===== config.mk =====
export PLATFORM = sky130hd
export DESIGN_NAME = mem_port_arbiter
export DESIGN_NICKNAME = d
export VERILOG_FILES = /design/src/rtl/mem_port_arbiter_pkg.sv /design/src/rtl/rr_select.sv /design/src/rtl/mem_port_arbiter.sv
export SDC_FILE = /design/constraint.sdc
export NUM_CORES = 1
export LEC_CHECK = 0
export CAP_MARGIN = 0
export CORE_AREA = 5 5 107 109
export CTS_CLUSTER_DIAMETER = 60
export DETAILED_ROUTE_END_ITERATION = 10
export DIE_AREA = 0 0 112 114
export PLACE_DENSITY_LB_ADDON = 0.12
export SETUP_SLACK_MARGIN = 0.1
export SYNTH_ARGS = -nofsm -noshare
export SYNTH_HDL_FRONTEND = slang
export SYNTH_SLANG_ARGS = --single-unit

===== constraint.sdc =====
create_clock -name clk -period 1.3 [get_ports clk]
set_input_delay 0.13 -clock clk [delete_from_list [all_inputs] [get_ports clk]]
set_output_delay 0.13 -clock clk [all_outputs]
set_load 0.01 [all_outputs]

===== src/rtl/mem_port_arbiter_pkg.sv =====
// Shared constants for the memory port arbiter: the supported requester
// range and the index-width helper. Widths themselves come from the
// module parameters of each user.
package mem_port_arbiter_pkg;

  localparam int MIN_NUM_REQ = 2;
  localparam int MAX_NUM_REQ = 4;

  // Bits needed to hold a requester index; never narrower than one bit.
  function automatic int idx_width(input int n);
    return (n <= 2) ? 1 : $clog2(n);
  endfunction

endpackage


===== src/rtl/rr_select.sv =====
// Round-robin selector: picks the first requesting index at or above the
// priority pointer, wrapping past the top index back to zero. Purely
// combinational; returns a one-hot grant, the winner index and an
// any-request flag.
module rr_select #(
  parameter int NUM_REQ = 2,
  parameter int IDX_W   = 1
) (
  input  logic [NUM_REQ-1:0] req,
  input  logic [IDX_W-1:0]   ptr,
  output logic [NUM_REQ-1:0] gnt,
  output logic [IDX_W-1:0]   idx,
  output logic               any
);

  // Scan from ptr upward, wrapping, and take the first active request.
  always_comb begin
    int   k;
    logic found;
    gnt   = '0;
    idx   = '0;
    any   = |req;
    found = 1'b0;
    k     = 0;
    for (int i = 0; i < NUM_REQ; i++) begin
      k = int'(ptr) + i;
      if (k >= NUM_REQ) k = k - NUM_REQ;
      if (!found && req[k]) begin
        found  = 1'b1;
        gnt[k] = 1'b1;
        idx    = IDX_W'(k);
      end
    end
  end

endmodule


===== src/rtl/mem_port_arbiter.sv =====
// Round-robin arbiter placing several requesters onto one single-port SRAM
// with one-cycle read latency. Grants are combinational; the response
// (rvalid) for the granted requester follows one cycle later and read data
// is passed straight through from the SRAM.
module mem_port_arbiter
  import mem_port_arbiter_pkg::*;
#(
  parameter int NUM_REQ    = 2,
  parameter int ADDR_WIDTH = 32,
  parameter int DATA_WIDTH = 32
) (
  input  logic                             clk,
  input  logic                             rst,
  input  logic [NUM_REQ-1:0]               req_i,
  input  logic [NUM_REQ-1:0]               we_i,
  input  logic [NUM_REQ*ADDR_WIDTH-1:0]    addr_i,
  input  logic [NUM_REQ*DATA_WIDTH-1:0]    wdata_i,
  input  logic [NUM_REQ*DATA_WIDTH/8-1:0]  strb_i,
  output logic [NUM_REQ-1:0]               gnt_o,
  output logic [NUM_REQ-1:0]               rvalid_o,
  output logic [DATA_WIDTH-1:0]            rdata_o,
  output logic                             mem_req_o,
  output logic                             mem_we_o,
  output logic [ADDR_WIDTH-1:0]            mem_addr_o,
  output logic [DATA_WIDTH-1:0]            mem_wdata_o,
  output logic [DATA_WIDTH/8-1:0]          mem_be_o,
  input  logic [DATA_WIDTH-1:0]            mem_rdata_i
);

  localparam int IDX_W  = idx_width(NUM_REQ);
  localparam int STRB_W = DATA_WIDTH / 8;

  if (NUM_REQ < MIN_NUM_REQ || NUM_REQ > MAX_NUM_REQ) begin : g_bad_num_req
    $error("mem_port_arbiter: NUM_REQ must be in 2..4");
  end

  logic [IDX_W-1:0]   ptr;
  logic [IDX_W-1:0]   nxt_ptr;
  logic [IDX_W-1:0]   win_idx;
  logic [NUM_REQ-1:0] sel_gnt;
  logic               any_req;
  logic               grant;

  logic               rsp_vld_p1;
  logic [IDX_W-1:0]   rsp_idx_p1;

  rr_select #(
    .NUM_REQ (NUM_REQ),
    .IDX_W   (IDX_W)
  ) u_rr_select (
    .req (req_i),
    .ptr (ptr),
    .gnt (sel_gnt),
    .idx (win_idx),
    .any (any_req)
  );

  // Reset masks every grant so nothing reaches the SRAM or the response path.
  assign grant     = any_req & ~rst;
  assign gnt_o     = grant ? sel_gnt : '0;
  assign mem_req_o = grant;
  assign rdata_o   = mem_rdata_i;
  assign nxt_ptr   = (win_idx == IDX_W'(NUM_REQ - 1)) ? '0 : win_idx + IDX_W'(1);

  // Route the winner's command onto the SRAM port; all zero when idle.
  always_comb begin
    mem_we_o    = 1'b0;
    mem_addr_o  = '0;
    mem_wdata_o = '0;
    mem_be_o    = '0;
    for (int i = 0; i < NUM_REQ; i++) begin
      if (gnt_o[i]) begin
        mem_we_o    = we_i[i];
        mem_addr_o  = addr_i[i*ADDR_WIDTH +: ADDR_WIDTH];
        mem_wdata_o = wdata_i[i*DATA_WIDTH +: DATA_WIDTH];
        mem_be_o    = strb_i[i*STRB_W +: STRB_W];
      end
    end
  end

  // Priority pointer moves just past the winner on every granted cycle.
  always_ff @(posedge clk or posedge rst) begin
    if (rst) ptr <= '0;
    else if (grant) ptr <= nxt_ptr;
  end

  // ---- stage p1: response valid, matching the SRAM read latency ----
  // Valid flag for the response; cleared asynchronously so an in-flight
  // response is dropped the moment reset asserts.
  always_ff @(posedge clk or posedge rst) begin
    if (rst) rsp_vld_p1 <= 1'b0;
    else     rsp_vld_p1 <= grant;
  end

  // Winner index travelling alongside the valid flag.
  always_ff @(posedge clk) begin
    if (grant) rsp_idx_p1 <= win_idx;
  end

  // Decode the registered winner into its per-requester response strobe.
  always_comb begin
    rvalid_o = '0;
    for (int i = 0; i < NUM_REQ; i++) begin
      rvalid_o[i] = rsp_vld_p1 & ~rst & (rsp_idx_p1 == IDX_W'(i));
    end
  end

endmodule


Word level (Yosys, flattened, before mapping)

Index checks and enable logic that the tools add are counted.

Register bits after elaboration: 3
Input port bits: 174
Output and inout bits: 106
Word-level logic and storage cells: 52

Add/subtract/negate cells: 4
Magnitude comparators: 6
Multiplexer cells: 27
Bitwise gates (word level): 7
Reduce and logical (&&, ||, !) cells: 5

Operator list:

| operator              | number |
|---|---|
| $mux 32               | 6 |
| $ge 32x1->1 const B   | 2 |
| $lt 32x3->1 const B   | 2 |
| $ge 32x3->1 const B   | 1 |
| $sub 32x3->32 const B | 1 |
| $mux 1                | 14 |
| $mux 4                | 2 |
| $mux 2                | 3 |
| $and 1x1->1           | 4 |
| $logic_and 1x1->1     | 3 |
| $sub 1x2->3 const B   | 1 |
| $add 1x1->2 const B   | 1 |
| $demux 1 s1           | 2 |
| $ge 1x2->1 const B    | 1 |
| $not 1->1             | 2 |
| $or 2x2->2            | 1 |
| $reduce_or 2->1       | 1 |
| $add 1x1->1 const B   | 1 |
| $logic_not 1->1       | 1 |

Logic depth before layout (Yosys ltp)

Word-level depth: 12
Depth in mapped cells: 5
Depth with buffers taken out: 3

Modules after synthesis

Synthesis repeated with hierarchy kept, for this count alone.

Cell total of the unflattened synthesis: 287
Area, all modules: 1,750.4 um^2

Modules (own cells, without submodules):

| module           | times used | cells each | area an instance (um^2) |
|---|---|---|---|
| mem_port_arbiter | 1          | 282        | 1,717.9 |
| rr_select        | 1          | 5          | 32.5 |

Worst setup path before layout

OpenSTA, ideal clock, no wires.

Kind: register -> register
From: register ptr
To: register rsp_idx_p1 (data pin)
Setup time: 255 ps
Arrival: 975 ps
Setup slack: 70 ps
Stages on the path, launching flop included: 5
Clock period less this slack: 1,230 ps
Cell sequence: dfrtp_1 nand2b_1 buf_6 buf_8 and2_1

Longest elaborated chain between the ends: 9

Ends and longest elaborated chain:

| item                                                                  | line                   | RTL |
|---|---|---|
| start: declaration                                                    | mem_port_arbiter.sv:37 | `logic [IDX_W-1:0] ptr;` |
| start signal: assignment                                              | mem_port_arbiter.sv:84 | `else if (grant) ptr <= nxt_ptr;` |
| parallel branches: the longest is 8 deep, another holds $sub 32x3->32 | --                     |  |
| $mux 1 *                                                              | rr_select.sv:28        | `if (!found && req[k]) begin` |
| via u_rr_select.idx                                                   | rr_select.sv:12        | `output logic [IDX_W-1:0] idx,` |
| end signal: assignment                                                | mem_port_arbiter.sv:97 | `if (grant) rsp_idx_p1 <= win_idx;` |
| end: declaration                                                      | mem_port_arbiter.sv:45 | `logic [IDX_W-1:0] rsp_idx_p1;` |

Mark *: on every way through the listed nets, which the timed path passes. The select of a mux whose other input is x is not followed.
A chain may end at the register's enable or synchronous reset.

Worst setup path in the final report

From: register ptr
To: output mem_wdata_o[2]

Longest elaborated chain between the ends: 12

Ends and longest elaborated chain:

| item                                                                    | line                   | RTL |
|---|---|---|
| $add 1x1->2 (tied with other cells)                                     | rr_select.sv:26        | `k = int'(ptr) + i;` |
| $sub 32x3->32 (tied with other cells)                                   | rr_select.sv:27        | `if (k >= NUM_REQ) k = k - NUM_REQ;` |
| $mux 32 (tied with other cells)                                         | rr_select.sv:27        |  |
| $ge 32x1->1 (not written as such) (tied with other cells)               | rr_select.sv:30        | `gnt[k] = 1'b1;` |
| $logic_and 1x1->1 (not written as such) (tied with other cells)         | rr_select.sv:30        |  |
| $mux 1 (not written as such) (tied with other cells)                    | rr_select.sv:30        |  |
| $demux 1 s1 (tied with other cells)                                     | --                     |  |
| $or 2x2->2 (no source line) / $logic_and 1x1->1 (equally long branches) | --                     |  |
| $mux 2 *                                                                | rr_select.sv:28        |  |
| $mux 2 *                                                                | mem_port_arbiter.sv:60 | `assign gnt_o = grant ? sel_gnt : '0;` |
| $mux 32                                                                 | mem_port_arbiter.sv:72 | `if (gnt_o[i]) begin` |
| $mux 32 *                                                               | mem_port_arbiter.sv:72 |  |
| end: declaration                                                        | mem_port_arbiter.sv:25 | `output logic [DATA_WIDTH-1:0] mem_wdata_o,` |

Mark *: on every way between the ends. The rest lies on a longest branch, timed or not. The select of a mux whose other input is x is not followed.

==> summary.txt <==
Die
  • CORE AREA: 10,510 um^2
  • # rows: 38
  • Initial Util: 15.18%
  • Die height: 114 um
  • Ports: 280
  • Die Span X: 112 um
  • Die footprint: 12,770 um^2

Clocking
  • Worst-Skew Late Latency: 0.21 ns
  • Clock-pin transition on the worst setup and hold timing paths: 0.03 ns
  • CTS tree: yes
  • H-tree depth: 1
  • CTS buffer count: 3
  • CTS max path bufs: 2
  • Root Buffer: clkbuf_8
  • Clock sink count: 3

Synthesis
  • Number of enable flip-flop cells after synthesis: 1
  • Post-synth top area share: 37.88%
  • Count of state elements after synthesis: 3
  • Yosys warns: 0
  • Mean Syn Cell Area: 7.386 um^2
  • Most frequent cell after synthesis: nor2_1
  • Top FF cell, synth: dfrtp_1
  • Synth area leaders: a32oi_1 38%, nor2_1 17%, buf_4 16%
  • Net count after synthesis: 390
  • Mapped Cells: 216
  • Synth top cells by count: 71 x nor2_1, 69 x a32oi_1, 33 x buf_4, 15 x buf_6, 7 x buf_8
  • Largest area contributor in the netlist: a32oi_1
  • Synthesized cell area: 1595 um^2
  • Async SR Flop Fraction: 66.67%
  • Post-synthesis sequential area ratio: 5.020%
  • Unique masters post-synth: 17

Route
  • Via count: 2,494
  • Vias per std cell: 4.559
  • DRT antenna net count: 0
  • Final WL: 9590 um
  • DRT iter0 DRCs: 113
  • Drt wl/cell: 17.53 um
  • Post-route DRC violation count: 0
  • 1st-pass router iterations: 4

Job
  • Max-Cap Viols: 0

Timing
  • RSZ-0062 raised after global routing: yes
  • Final Worst Setup Slack: -0.3827 ns
  • Final hold violation count: 0
  • Slew HR: 86.12%
  • Final period util: 129.4%
  • Setup TNS: -23.07 ns
  • Max-slew violation total from the final report: 0
  • Final setup viols: 71
  • Hold_ws: 0.04748 ns
  • Tmin final: 1.683 ns
  • Tightest Pin Transition: 0.2083 ns
  • Final setup skew: 0.002139 ns
  • F_max: 0.5943 GHz

Pwr
  • Tot Pwr: 1.978 mW
  • Leak pwr: 1.533 nW
  • PD cells: 545.5 nW/um^2
  • VDD IR-drop max: 0.3107 mV

Setup path
  • R2R depth: 4
  • CP Class: register to output port
  • Critical R2R Launch: ptr
  • Crit path arrival time: 1.55 ns
  • Crit-path max cell delay: 0.39 ns
  • Crit path capture type: output port
  • Element type at the critical path start: register
  • Largest fanout on the critical path: 10
  • CP required: 1.17 ns
  • Worst path slowest cell: dfrtp_1
  • R2R Setup Slk: 0.04 ns
  • FF-to-FF End: rsp_idx_p1
  • Cell Chain, Critical Path: buf_6, a21boi_4, buf_4, buf_16, a32oi_1, nor2_1, clkdlybuf4s15_2

Status
  • Status: finished with violations
  • Failing checks: setup timing

Global routing
  • M3 GR Usage: 4.244%
  • First-pass GRT wire length: 14,310 um
  • Vias in the first global route: 2,621
  • GRT overflow: 0
  • Met2 Use GR: 26.26%
  • GRT Total Usage: 13.75%
  • Gr busiest metal: met2
  • Pin count of the biggest net entering global routing: 46
  • Initial antenna violation count: 0
  • Met1 Track Usage GR: 15.09%

Place
  • Routability Congestion: 0.7877
  • Place WS: -0.7028 ns
  • Placed inst area: 3591 um^2
  • Detailed Place HPWL: 6709 um
  • Port bufs: 215
  • Placed cell count: 527

Worst hold path
  • Worst min path class: primary input to asynchronous set/reset pin

Layout
  • Fillers: 1,126
  • Final core utilization: 34.51%
  • Diodes inserted: 0
  • Register Area: 80.08 um^2
  • Final std cells w/o fill: 547
  • Finished Cell Area: 3626 um^2
  • Area of the multi-input gates: 959.7 um^2
  • Nets: 582
  • Synth-to-Final Area Change: 127.3%
  • Share of post-route cells with drive strength above 1: 28.26%
[critical path: cells and delay by family, from the launching register on]
| kind | cells | cell delay (ns) |
|---|---|---|
| AO/OA/AOI/OAI | 2 | 0.21 |
| flip-flops | 1 | 0.39 |
| AND/OR/NAND/NOR | 1 | 0.10 |
| buffers and inverters | 4 | 0.64 |
[cell families after synthesis]
kind of cell | Yosys count | synth area share [%]
buf+inv | 64 | 36.08
simple gates | 77 | 19.14
flops | 3 | 5.020
compound gates | 72 | 39.76
[sequential cells by signal (all words and copies together) (netlist names)]
signal and count:
ptr 1, rsp_idx_p1 1, rsp_vld_p1 1
[worst max path at each step]
stage	startpoint	endpoint	slack [ns]	cells after the start
after floorplan	ptr	mem_addr_o[0]	0.08	5
after global placement	req_i[0]	mem_wdata_o[3]	-0.70	6
after detailed placement	req_i[0]	mem_wdata_o[3]	-0.70	6
after CTS	ptr	mem_wdata_o[10]	-0.42	8
after global routing	ptr	mem_wdata_o[16]	-0.51	7
final	ptr	mem_wdata_o[2]	-0.38	7
[area by class of cell]
cell class,count,share of cell area (%)
timing repair buffer,250,65.15
multi-input combinational,149,26.47
tap,140,4.831
sequential,3,2.208
clock buffer,4,1.242
inverter,1,0.1035
[what timing repair did]
item / in CTS / in global routing
resized for setup: 297 / 7
hold endpoints to repair: 1 / 0
hold buffers: 1 / 0
endpoints found under the setup margin: 75 / 74
pin swaps: 3 / 3
cloned: 6 / 0
setup buffers: 7 / 3
[report_power, final]
group	switching, mW	total (mW)	leakage (nW)	internal (mW)
Clock	0.0589	0.268	0.0228	0.209
Sequential	0.00648	0.116	0.0332	0.110
Combinational	0.641	1.59	1.48	0.952
[per-layer routing]
metal  wire length (um)  share of wire [%]
met1               3606                 38
met2               4966                 52
met3                912                9.5
met4                104                1.1
met5                  0                  0
[placed cells by master (no fill, tap or decap), types with 2 or more instances in the layout]
| cell type | n |
|---|---|
| and2_1 | 2 |
| buf_4 | 11 |
| buf_12 | 10 |
| nor2_1 | 71 |
| clkbuf_8 | 3 |
| a32oi_1 | 68 |
| dfrtp_1 | 2 |
| buf_16 | 5 |
| buf_6 | 7 |
| clkdlybuf4s15_2 | 5 |
| dlygate4sd2_1 | 2 |
| clkdlybuf4s50_1 | 138 |
| buf_2 | 67 |
Power figures use the tool's default switching activity.
